===== config.mk =====
export PLATFORM = sky130hd
export DESIGN_NAME = decode_stage_flat
export DESIGN_NICKNAME = d
export VERILOG_FILES = /design/src/rtl/decode_stage_if.sv /design/src/rtl/decode_stage.sv /design/src/flat_wrapper.sv
export SDC_FILE = /design/constraint.sdc
export NUM_CORES = 2
export LEC_CHECK = 0
export ABC_AREA = 1
export BUFFER_PORTS_ARGS = -buffer_cell sky130_fd_sc_hd__buf_2
export CAP_MARGIN = 20
export CORE_AREA = 10 10 452 454
export CTS_CLUSTER_DIAMETER = 100
export DETAILED_ROUTE_END_ITERATION = 16
export DIE_AREA = 0 0 462 464
export SLEW_MARGIN = 10
export SYNTH_ARGS = -nofsm -noshare
export SYNTH_HDL_FRONTEND = slang
export SYNTH_SLANG_ARGS = --single-unit

===== constraint.sdc =====
create_clock -name clk -period 5 [get_ports clk]
set_clock_uncertainty 0.05 [all_clocks]
set_input_delay 0.25 -clock clk [delete_from_list [all_inputs] [get_ports clk]]
set_output_delay 0.25 -clock clk [all_outputs]
set_load 0.01 [all_outputs]

===== src/rtl/decode_stage_if.sv =====
// Fetch, writeback and ID/EX bundle for decode_stage.
// The master side belongs to the surrounding pipeline; decode_stage uses slave.
interface decode_stage_if #(
    parameter int DATA_W = 32,
    parameter int RA_W   = 5,
    parameter int PC_W   = 32
);
    logic              if_valid;
    logic              if_ready;
    logic [31:0]       if_instr;
    logic [PC_W-1:0]   if_pc;
    logic              flush;
    logic              wb_en;
    logic [RA_W-1:0]   wb_addr;
    logic [DATA_W-1:0] wb_data;
    logic              id_valid;
    logic              ex_ready;
    logic [5:0]        id_opcode;
    logic [5:0]        id_funct;
    logic [4:0]        id_shamt;
    logic [RA_W-1:0]   id_rs;
    logic [RA_W-1:0]   id_rt;
    logic [RA_W-1:0]   id_rd;
    logic [DATA_W-1:0] id_rs_data;
    logic [DATA_W-1:0] id_rt_data;
    logic [DATA_W-1:0] id_imm;
    logic [PC_W-1:0]   id_jump;
    logic [PC_W-1:0]   id_branch;

    modport master (
        output if_valid, if_instr, if_pc, flush, wb_en, wb_addr, wb_data, ex_ready,
        input  if_ready, id_valid, id_opcode, id_funct, id_shamt, id_rs, id_rt, id_rd,
        input  id_rs_data, id_rt_data, id_imm, id_jump, id_branch
    );

    modport slave (
        input  if_valid, if_instr, if_pc, flush, wb_en, wb_addr, wb_data, ex_ready,
        output if_ready, id_valid, id_opcode, id_funct, id_shamt, id_rs, id_rt, id_rd,
        output id_rs_data, id_rt_data, id_imm, id_jump, id_branch
    );
endinterface


===== src/rtl/decode_stage.sv =====
// MIPS-I decode stage with register file, ID/EX register and load-use bubble.
// Define RF_BYPASS_EN to write-through same-cycle writeback data into the operands.
//
// state    | meaning
// ST_EMPTY | ID/EX holds nothing valid
// ST_VALID | ID/EX holds a non-load instruction
// ST_LOAD  | ID/EX holds a load (may stall a dependent successor)
module decode_stage #(
    parameter int DATA_W   = 32,
    parameter int NUM_REGS = 32,
    parameter int RA_W     = 5,
    parameter int PC_W     = 32
) (
    input  logic           clk,
    input  logic           rst_n,
    decode_stage_if.slave  bus
);

    typedef enum logic [1:0] {
        ST_EMPTY = 2'd0,
        ST_VALID = 2'd1,
        ST_LOAD  = 2'd2
    } stage_t;

    stage_t state, state_nxt;

    logic [31:0]       instr;
    logic [5:0]        opc;
    logic [RA_W-1:0]   rs_a, rt_a, rd_a;
    logic [DATA_W-1:0] rs_rd, rt_rd, rs_cap, rt_cap;
    logic [DATA_W-1:0] imm_nxt;
    logic [PC_W-1:0]   pc4, jump_nxt, branch_nxt;
    logic              zext, new_is_load;
    logic              valid, is_load, ld, haz, ready, take;

    logic [DATA_W-1:0] regs [1:NUM_REGS-1];

    logic [5:0]        opcode_q, funct_q;
    logic [4:0]        shamt_q;
    logic [RA_W-1:0]   rs_q, rt_q, rd_q;
    logic [DATA_W-1:0] rs_data_q, rt_data_q, imm_q;
    logic [PC_W-1:0]   jump_q, branch_q;

    assign instr       = bus.if_instr;
    assign opc         = instr[31:26];
    assign rs_a        = instr[21 +: RA_W];
    assign rt_a        = instr[16 +: RA_W];
    assign rd_a        = instr[11 +: RA_W];
    assign new_is_load = (instr[31:29] == 3'b100);

    // Register 0 has no storage: writes to it match no entry and reads fall to zero.
    always_ff @(posedge clk or negedge rst_n) begin
        if (!rst_n) begin
            for (int i = 1; i < NUM_REGS; i++) begin
                regs[i] <= '0;
            end
        end else if (bus.wb_en) begin
            for (int i = 1; i < NUM_REGS; i++) begin
                if (bus.wb_addr == RA_W'(i)) begin
                    regs[i] <= bus.wb_data;
                end
            end
        end
    end

    always_comb begin
        rs_rd = '0;
        rt_rd = '0;
        for (int i = 1; i < NUM_REGS; i++) begin
            if (rs_a == RA_W'(i)) rs_rd = regs[i];
            if (rt_a == RA_W'(i)) rt_rd = regs[i];
        end
    end

`ifdef RF_BYPASS_EN
    logic hit_rs, hit_rt;
    assign hit_rs = bus.wb_en && (bus.wb_addr != '0) && (bus.wb_addr == rs_a);
    assign hit_rt = bus.wb_en && (bus.wb_addr != '0) && (bus.wb_addr == rt_a);
    assign rs_cap = hit_rs ? bus.wb_data : rs_rd;
    assign rt_cap = hit_rt ? bus.wb_data : rt_rd;
`else
    assign rs_cap = rs_rd;
    assign rt_cap = rt_rd;
`endif

    // Logical immediates (andi/ori/xori) zero-extend; everything else sign-extends.
    assign zext    = (opc == 6'h0C) || (opc == 6'h0D) || (opc == 6'h0E);
    assign imm_nxt = zext ? {{(DATA_W-16){1'b0}}, instr[15:0]}
                          : {{(DATA_W-16){instr[15]}}, instr[15:0]};

    assign pc4        = bus.if_pc + PC_W'(4);
    assign branch_nxt = pc4 + ({{(PC_W-16){instr[15]}}, instr[15:0]} << 2);

    generate
        if (PC_W > 28) begin : g_jump_hi
            assign jump_nxt = {pc4[PC_W-1:28], instr[25:0], 2'b00};
        end else begin : g_jump_lo
            assign jump_nxt = {instr[25:0], 2'b00};
        end
    endgenerate

    assign valid   = (state != ST_EMPTY);
    assign is_load = (state == ST_LOAD);
    assign ld      = !valid || bus.ex_ready;
    assign haz     = is_load && (rt_q != '0) && ((rt_q == rs_a) || (rt_q == rt_a));
    assign ready   = ld && !haz && !bus.flush;
    assign take    = bus.if_valid && ready;

    always_ff @(posedge clk or negedge rst_n) begin
        if (!rst_n) begin
            state <= ST_EMPTY;
        end else begin
            state <= state_nxt;
        end
    end

    always_comb begin
        state_nxt = state;
        if (bus.flush) begin
            state_nxt = ST_EMPTY;
        end else if (ld) begin
            if (take) begin
                state_nxt = new_is_load ? ST_LOAD : ST_VALID;
            end else begin
                state_nxt = ST_EMPTY;
            end
        end
    end

    // Payload only moves on an accepted transfer; bubbles and flushes just drop valid.
    always_ff @(posedge clk or negedge rst_n) begin
        if (!rst_n) begin
            opcode_q  <= '0;
            funct_q   <= '0;
            shamt_q   <= '0;
            rs_q      <= '0;
            rt_q      <= '0;
            rd_q      <= '0;
            rs_data_q <= '0;
            rt_data_q <= '0;
            imm_q     <= '0;
            jump_q    <= '0;
            branch_q  <= '0;
        end else if (take) begin
            opcode_q  <= opc;
            funct_q   <= instr[5:0];
            shamt_q   <= instr[10:6];
            rs_q      <= rs_a;
            rt_q      <= rt_a;
            rd_q      <= rd_a;
            rs_data_q <= rs_cap;
            rt_data_q <= rt_cap;
            imm_q     <= imm_nxt;
            jump_q    <= jump_nxt;
            branch_q  <= branch_nxt;
        end
    end

    assign bus.if_ready   = ready;
    assign bus.id_valid   = valid;
    assign bus.id_opcode  = opcode_q;
    assign bus.id_funct   = funct_q;
    assign bus.id_shamt   = shamt_q;
    assign bus.id_rs      = rs_q;
    assign bus.id_rt      = rt_q;
    assign bus.id_rd      = rd_q;
    assign bus.id_rs_data = rs_data_q;
    assign bus.id_rt_data = rt_data_q;
    assign bus.id_imm     = imm_q;
    assign bus.id_jump    = jump_q;
    assign bus.id_branch  = branch_q;

endmodule


===== src/flat_wrapper.sv =====
// flat-port wrapper written by rule: the top's interface ports become plain ports
module decode_stage_flat 
#(
    parameter int DATA_W   = 32,
    parameter int NUM_REGS = 32,
    parameter int RA_W     = 5,
    parameter int PC_W     = 32
)
  (clk, rst_n, bus_if_valid, bus_if_instr, bus_if_pc, bus_flush, bus_wb_en, bus_wb_addr, bus_wb_data, bus_ex_ready, bus_if_ready, bus_id_valid, bus_id_opcode, bus_id_funct, bus_id_shamt, bus_id_rs, bus_id_rt, bus_id_rd, bus_id_rs_data, bus_id_rt_data, bus_id_imm, bus_id_jump, bus_id_branch);
  decode_stage_if #(.DATA_W(DATA_W), .RA_W(RA_W), .PC_W(PC_W)) bus_i ();
  input  logic clk;
  input  logic rst_n;
  input wire logic [$bits(bus_i.if_valid)-1:0] bus_if_valid;
  input wire logic [$bits(bus_i.if_instr)-1:0] bus_if_instr;
  input wire logic [$bits(bus_i.if_pc)-1:0] bus_if_pc;
  input wire logic [$bits(bus_i.flush)-1:0] bus_flush;
  input wire logic [$bits(bus_i.wb_en)-1:0] bus_wb_en;
  input wire logic [$bits(bus_i.wb_addr)-1:0] bus_wb_addr;
  input wire logic [$bits(bus_i.wb_data)-1:0] bus_wb_data;
  input wire logic [$bits(bus_i.ex_ready)-1:0] bus_ex_ready;
  output wire logic [$bits(bus_i.if_ready)-1:0] bus_if_ready;
  output wire logic [$bits(bus_i.id_valid)-1:0] bus_id_valid;
  output wire logic [$bits(bus_i.id_opcode)-1:0] bus_id_opcode;
  output wire logic [$bits(bus_i.id_funct)-1:0] bus_id_funct;
  output wire logic [$bits(bus_i.id_shamt)-1:0] bus_id_shamt;
  output wire logic [$bits(bus_i.id_rs)-1:0] bus_id_rs;
  output wire logic [$bits(bus_i.id_rt)-1:0] bus_id_rt;
  output wire logic [$bits(bus_i.id_rd)-1:0] bus_id_rd;
  output wire logic [$bits(bus_i.id_rs_data)-1:0] bus_id_rs_data;
  output wire logic [$bits(bus_i.id_rt_data)-1:0] bus_id_rt_data;
  output wire logic [$bits(bus_i.id_imm)-1:0] bus_id_imm;
  output wire logic [$bits(bus_i.id_jump)-1:0] bus_id_jump;
  output wire logic [$bits(bus_i.id_branch)-1:0] bus_id_branch;
  assign bus_i.if_valid = bus_if_valid;
  assign bus_i.if_instr = bus_if_instr;
  assign bus_i.if_pc = bus_if_pc;
  assign bus_i.flush = bus_flush;
  assign bus_i.wb_en = bus_wb_en;
  assign bus_i.wb_addr = bus_wb_addr;
  assign bus_i.wb_data = bus_wb_data;
  assign bus_i.ex_ready = bus_ex_ready;
  assign bus_if_ready = bus_i.if_ready;
  assign bus_id_valid = bus_i.id_valid;
  assign bus_id_opcode = bus_i.id_opcode;
  assign bus_id_funct = bus_i.id_funct;
  assign bus_id_shamt = bus_i.id_shamt;
  assign bus_id_rs = bus_i.id_rs;
  assign bus_id_rt = bus_i.id_rt;
  assign bus_id_rd = bus_i.id_rd;
  assign bus_id_rs_data = bus_i.id_rs_data;
  assign bus_id_rt_data = bus_i.id_rt_data;
  assign bus_id_imm = bus_i.id_imm;
  assign bus_id_jump = bus_i.id_jump;
  assign bus_id_branch = bus_i.id_branch;
  decode_stage #(.DATA_W(DATA_W), .NUM_REGS(NUM_REGS), .RA_W(RA_W), .PC_W(PC_W)) u_core (.clk(clk), .rst_n(rst_n), .bus(bus_i));
endmodule

==> results.md <==
| Group | Metric | This run |
|---|---|---|
| global routing | Antenna violations before repair | 13 |
| logic synthesis | Count of cell types in the netlist | 48 |
| pwr | Tot Pwr | 25200 uW |
| final layout | Fraction of layout cells with a size suffix above 1 | 9.62% |
| worst setup path | CP Max Fanout | 13 |
| timing | Headroom to the max-slew limit | 21.4% |
| logic synthesis | Count of yosys warnings during synthesis | 0 |
| clock tree | # Post-CTS Setup Buffers | 0 |
| final layout | Fillers | 20400 |
| timing | Share of the clock period used by the worst path after layout | 84.6% |
| logic synthesis | Avg Cell Area, Syn | 7.25 um2 |
| logic synthesis | Post-synthesis sequential area ratio | 48.4% |
| route | Routed via count divided by cell count | 5.15 |
| route | Total routed wirelength | 222000 um |
| timing | Final setup vio count | 0 |
| logic synthesis | Cell type with the highest aggregate area in the netlist | dfrtp_1 |
| timing | TNS Setup | 0 ps |
| logic synthesis | Number of instances in the synthesized netlist | 8038 |
| clock tree | Number of buffers added by the clock tree synthesis step | 115 |
| timing | Timing-limited maximum frequency | 236 MHz |
| worst setup path | Critical path start-end classification | in -> reg |
| pwr | Peak supply drop | 0.290 mV |
| final layout | Final design utilization | 34.3% |
| worst setup path | Worst path arrival time | 4810 ps |
| die | Boundary Pins | 301 |
| route | Initial DRC count | 6709 |
| worst setup path | Delay of the slowest cell on the worst path | 710 ps |
| die | Starting Density | 29.9% |
| placed design | Final estimated routing congestion in global placement | 0.901 |
| clock tree | Clock Path Buffers | 3 |
| final layout | Area occupied by registers | 28200 um2 |
| worst setup path | Worst setup EP type | flop |
| pwr | Leakage dissipation | 0.0309 uW |
| final layout | Most frequent cells in the layout | 2882 x nand2_1, 1132 x o21ai_0, 1127 x dfrtp_1, 732 x nor2_1, 603 x inv_1 |
| die | Core footprint | 195000 um2 |
| timing | Worst-Margin Slew | 1180 ps |
| final layout | Most common library cell in the layout ignoring fill and taps | nand2_1 |
| worst setup path | Cell breakdown of the critical path | dlygate4sd3_1 > buf_2 > nand2_2 > inv_1 > nand3_1 > buf_4 > nor2_1 > nor2_1 > nand4_1 > nand2_1 > nand4_1 > nor2_1 > nand4_1 > nor2_1 > nand4_1 > nor2_1 > nand4_1 > nor2_1 > nand4_1 > nor2_1 > nand4_1 > nand2_1 > nand2_1 |
| hold path | Hold WC Path Type | in -> reg |
| worst setup path | Gate family responsible for the most delay along the worst path | simple AND/OR/NAND/NOR gates |
| global routing | All-layer global routing usage | 19.9% |
| timing | Setup repair after global routing missed its margin | false |
| clock tree | Clock slew at reported path FFs | 60 ps |
| clock tree | H-tree lvl count | 3 |
| die | Vertical extent of the die | 464 um |
| global routing | First-pass GRT wire length | 333000 um |
| pwr | Pwr Density | 378 nW/um2 |
| route | Drt pass-1 iters | 8 |
| clock tree | Clk_lat worst skew | 760 ps |
| logic synthesis | Count of flip-flops with a built-in enable after synthesis | 0 |
| route | Routed wire per std cell | 20.7 um |
| job | Max-cap violations | 0 |
| logic synthesis | Fraction of registers with async set or reset after synthesis | 100% |
| global routing | Overflow left after global routing | 0 |
| worst setup path | Data required, critical path | 5580 ps |
| timing | Pins Over Slew Limit | 0 |
| global routing | Largest net degree at the start of global routing | 145 |
| die | Die outline width | 462 um |
| logic synthesis | Largest cells by area after synthesis | dfrtp_1 48%, nand2_1 19%, o21ai_0 9.7%, nand4_1 5.2%, nor2_1 4.9% |
| global routing | Vias in the first global route | 52800 |
| placed design | Detail Placement HPWL | 149000 um |
| worst setup path | Crit path launch type | input port |
| die | Total Die Area | 214000 um2 |
| clock tree | Clock net sink count | 1127 |
| route | Routed vias | 55400 |
| worst setup path | Master of the slowest instance on the critical path | nand3_1 |
| final layout | Growth of design area from synthesis to finish | 14.7% |
| timing | Final Hold Vio Count | 0 |
| worst setup path | Critical path buffer and inverter count | 4 |
| clock tree | Cell at the root of the clock tree | clkbuf_16 |
| run status | Status | finished, final reports clean |
| final layout | Footprint of the multi-input gates | 25500 um2 |
| route | Antenna Nets Post-Route | 0 |
| clock tree | CTS tree | yes |
| final layout | Layout Nets | 8245 |
| logic synthesis | Portion of synthesized cell area occupied by the leading cell type | 48.4% |
| die | Std-Cell Rows | 162 |
| logic synthesis | Commonest register cell after synthesis | dfrtp_1 |
| route | DRC viols | 0 |
| placed design | Count of input and output buffers | 298 |
| logic synthesis | Post-Syn Area | 58300 um2 |
| timing | Min cycle time layout | 4230 ps |
| logic synthesis | Synthesis-stage register bit count | 1127 |
## Yosys cell counts, types with 2 or more instances
master	count
a211oi_1	3
a21boi_1	3
a21oi_1	169
a221oi_1	2
a31oi_1	5
buf_1	14
buf_2	42
buf_4	63
buf_6	2
clkbuf_1	451
clkbuf_8	2
dfrtp_1	1127
ha_1	30
inv_1	603
inv_2	13
nand2_1	2911
nand2_2	3
nand3_1	52
nand3_2	4
nand4_1	480
nor2_1	765
nor2_2	10
nor3_1	19
nor3_2	5
nor3b_1	3
nor4_1	6
nor4_2	2
o2111ai_1	3
o21ai_0	1132
o21ai_1	17
o22ai_1	5
or2_2	27
xnor2_1	19
xor2_1	32
## kinds of logic after synthesis
family / after synthesis / synth area share [%]
flops: 1127 / 48.4
fa+ha+maj: 31 / 0.679
xor+xnor: 51 / 0.767
simple gates: 4290 / 30.2
compound gates: 1344 / 11.7
other cells: 1 / 0.00644
mux: 1 / 0.0193
buf+inv: 1193 / 8.25
## power by group
group          leakage (uW)  switching, uW  internal [uW]  total [uW]
sequential           0.0146           1300          10800       12100
clock               0.00190           3840           5060        8900
combinational        0.0144           2770           1440        4200
total                0.0309           7900          17300       25200
## stage by stage
stage / instances / setup WS (ps) / cell area (um2) / hold slack, ps
after floorplan: 8039 / 1530 / 58300 / -95.6
after global placement: 10500 / 349 / 62100 / 332
after detailed placement: 10500 / 513 / 62200 / 327
after CTS: 10700 / 780 / 66500 / 2.07
after global routing: 10700 / 277 / 66800 / 48.3
final: 10700 / 770 / 66800 / 29.2
## worst paths after layout
kind / from / to / slack [ps] / cells after the start
max reg2reg: u_core.bus.id_rt[2]$_DFFE_PN0P_ / u_core.bus.id_imm[5]$_DFFE_PN0P_ / 1000 / 13
min: bus_wb_data[3] / u_core.regs[963]$_DFFE_PN0P_ / 30 / 4
max: bus_if_instr[21] / u_core.bus.id_rs_data[3]$_DFFE_PN0P_ / 770 / 23
min in group asynchronous: rst_n / u_core.regs[778]$_DFFE_PN0P_ / 110 / 2
min reg2reg: u_core.bus.id_rs_data[27]$_DFFE_PN0P_ / u_core.bus.id_rs_data[27]$_DFFE_PN0P_ / 420 / 2
max in group asynchronous: rst_n / u_core.bus.id_rt_data[11]$_DFFE_PN0P_ / 3430 / 3
## per-layer routing
layer | routed length (um) | share of wire [%] | track usage [%] | vias to the layer above
li1 | - | - | - | 25800
met1 | 86900 | 39 | 24.7 | 26400
met2 | 105000 | 47 | 33.2 | 2619
met3 | 19600 | 8.8 | 3.62 | 530
met4 | 10800 | 4.8 | 9.58 | 2
met5 | 19 | 0.0085 | 0 | -
## worst reg2reg max path: stages, from the launching register on
cell and delay, ps:
dfrtp_1 480, xor2_1 200, a221oi_1 220, nand2_1 70, a2111oi_0 390, o2111ai_1 150, nand2_1 90, inv_1 210
nand2_4 440, inv_1 530, buf_4 390, nand2_1 80, nand2_1 40, dlygate4sd3_1 550
## registers in the layout, indices dropped and copies added, names as in the netlist
register               cells
u_core.bus.id_branch      32
u_core.bus.id_imm         17
u_core.bus.id_jump         6
u_core.bus.id_opcode       6
u_core.bus.id_rs           4
u_core.bus.id_rs_data     32
u_core.bus.id_rt           4
u_core.bus.id_rt_data     32
u_core.regs              992
u_core.state               2
## final cells by class
class	instances	share of cell area, %
Clock buffer	176	5.18
Multi-Input combinational cell	5719	38.2
Inverter	618	3.47
Clock inverter	33	0.547
Sequential cell	1127	42.2
Antenna cell	7	0.0262
Tap cell	2542	4.76
Timing Repair Buffer	526	5.64
## timing repair
item                       in CTS  in global routing
hold endpoints to repair      155                 15
hold buffers                   54                  3
resized for setup               0                  0
setup endpoints to repair       0                  0
Note: power is estimated with default switching activity, not from simulation.
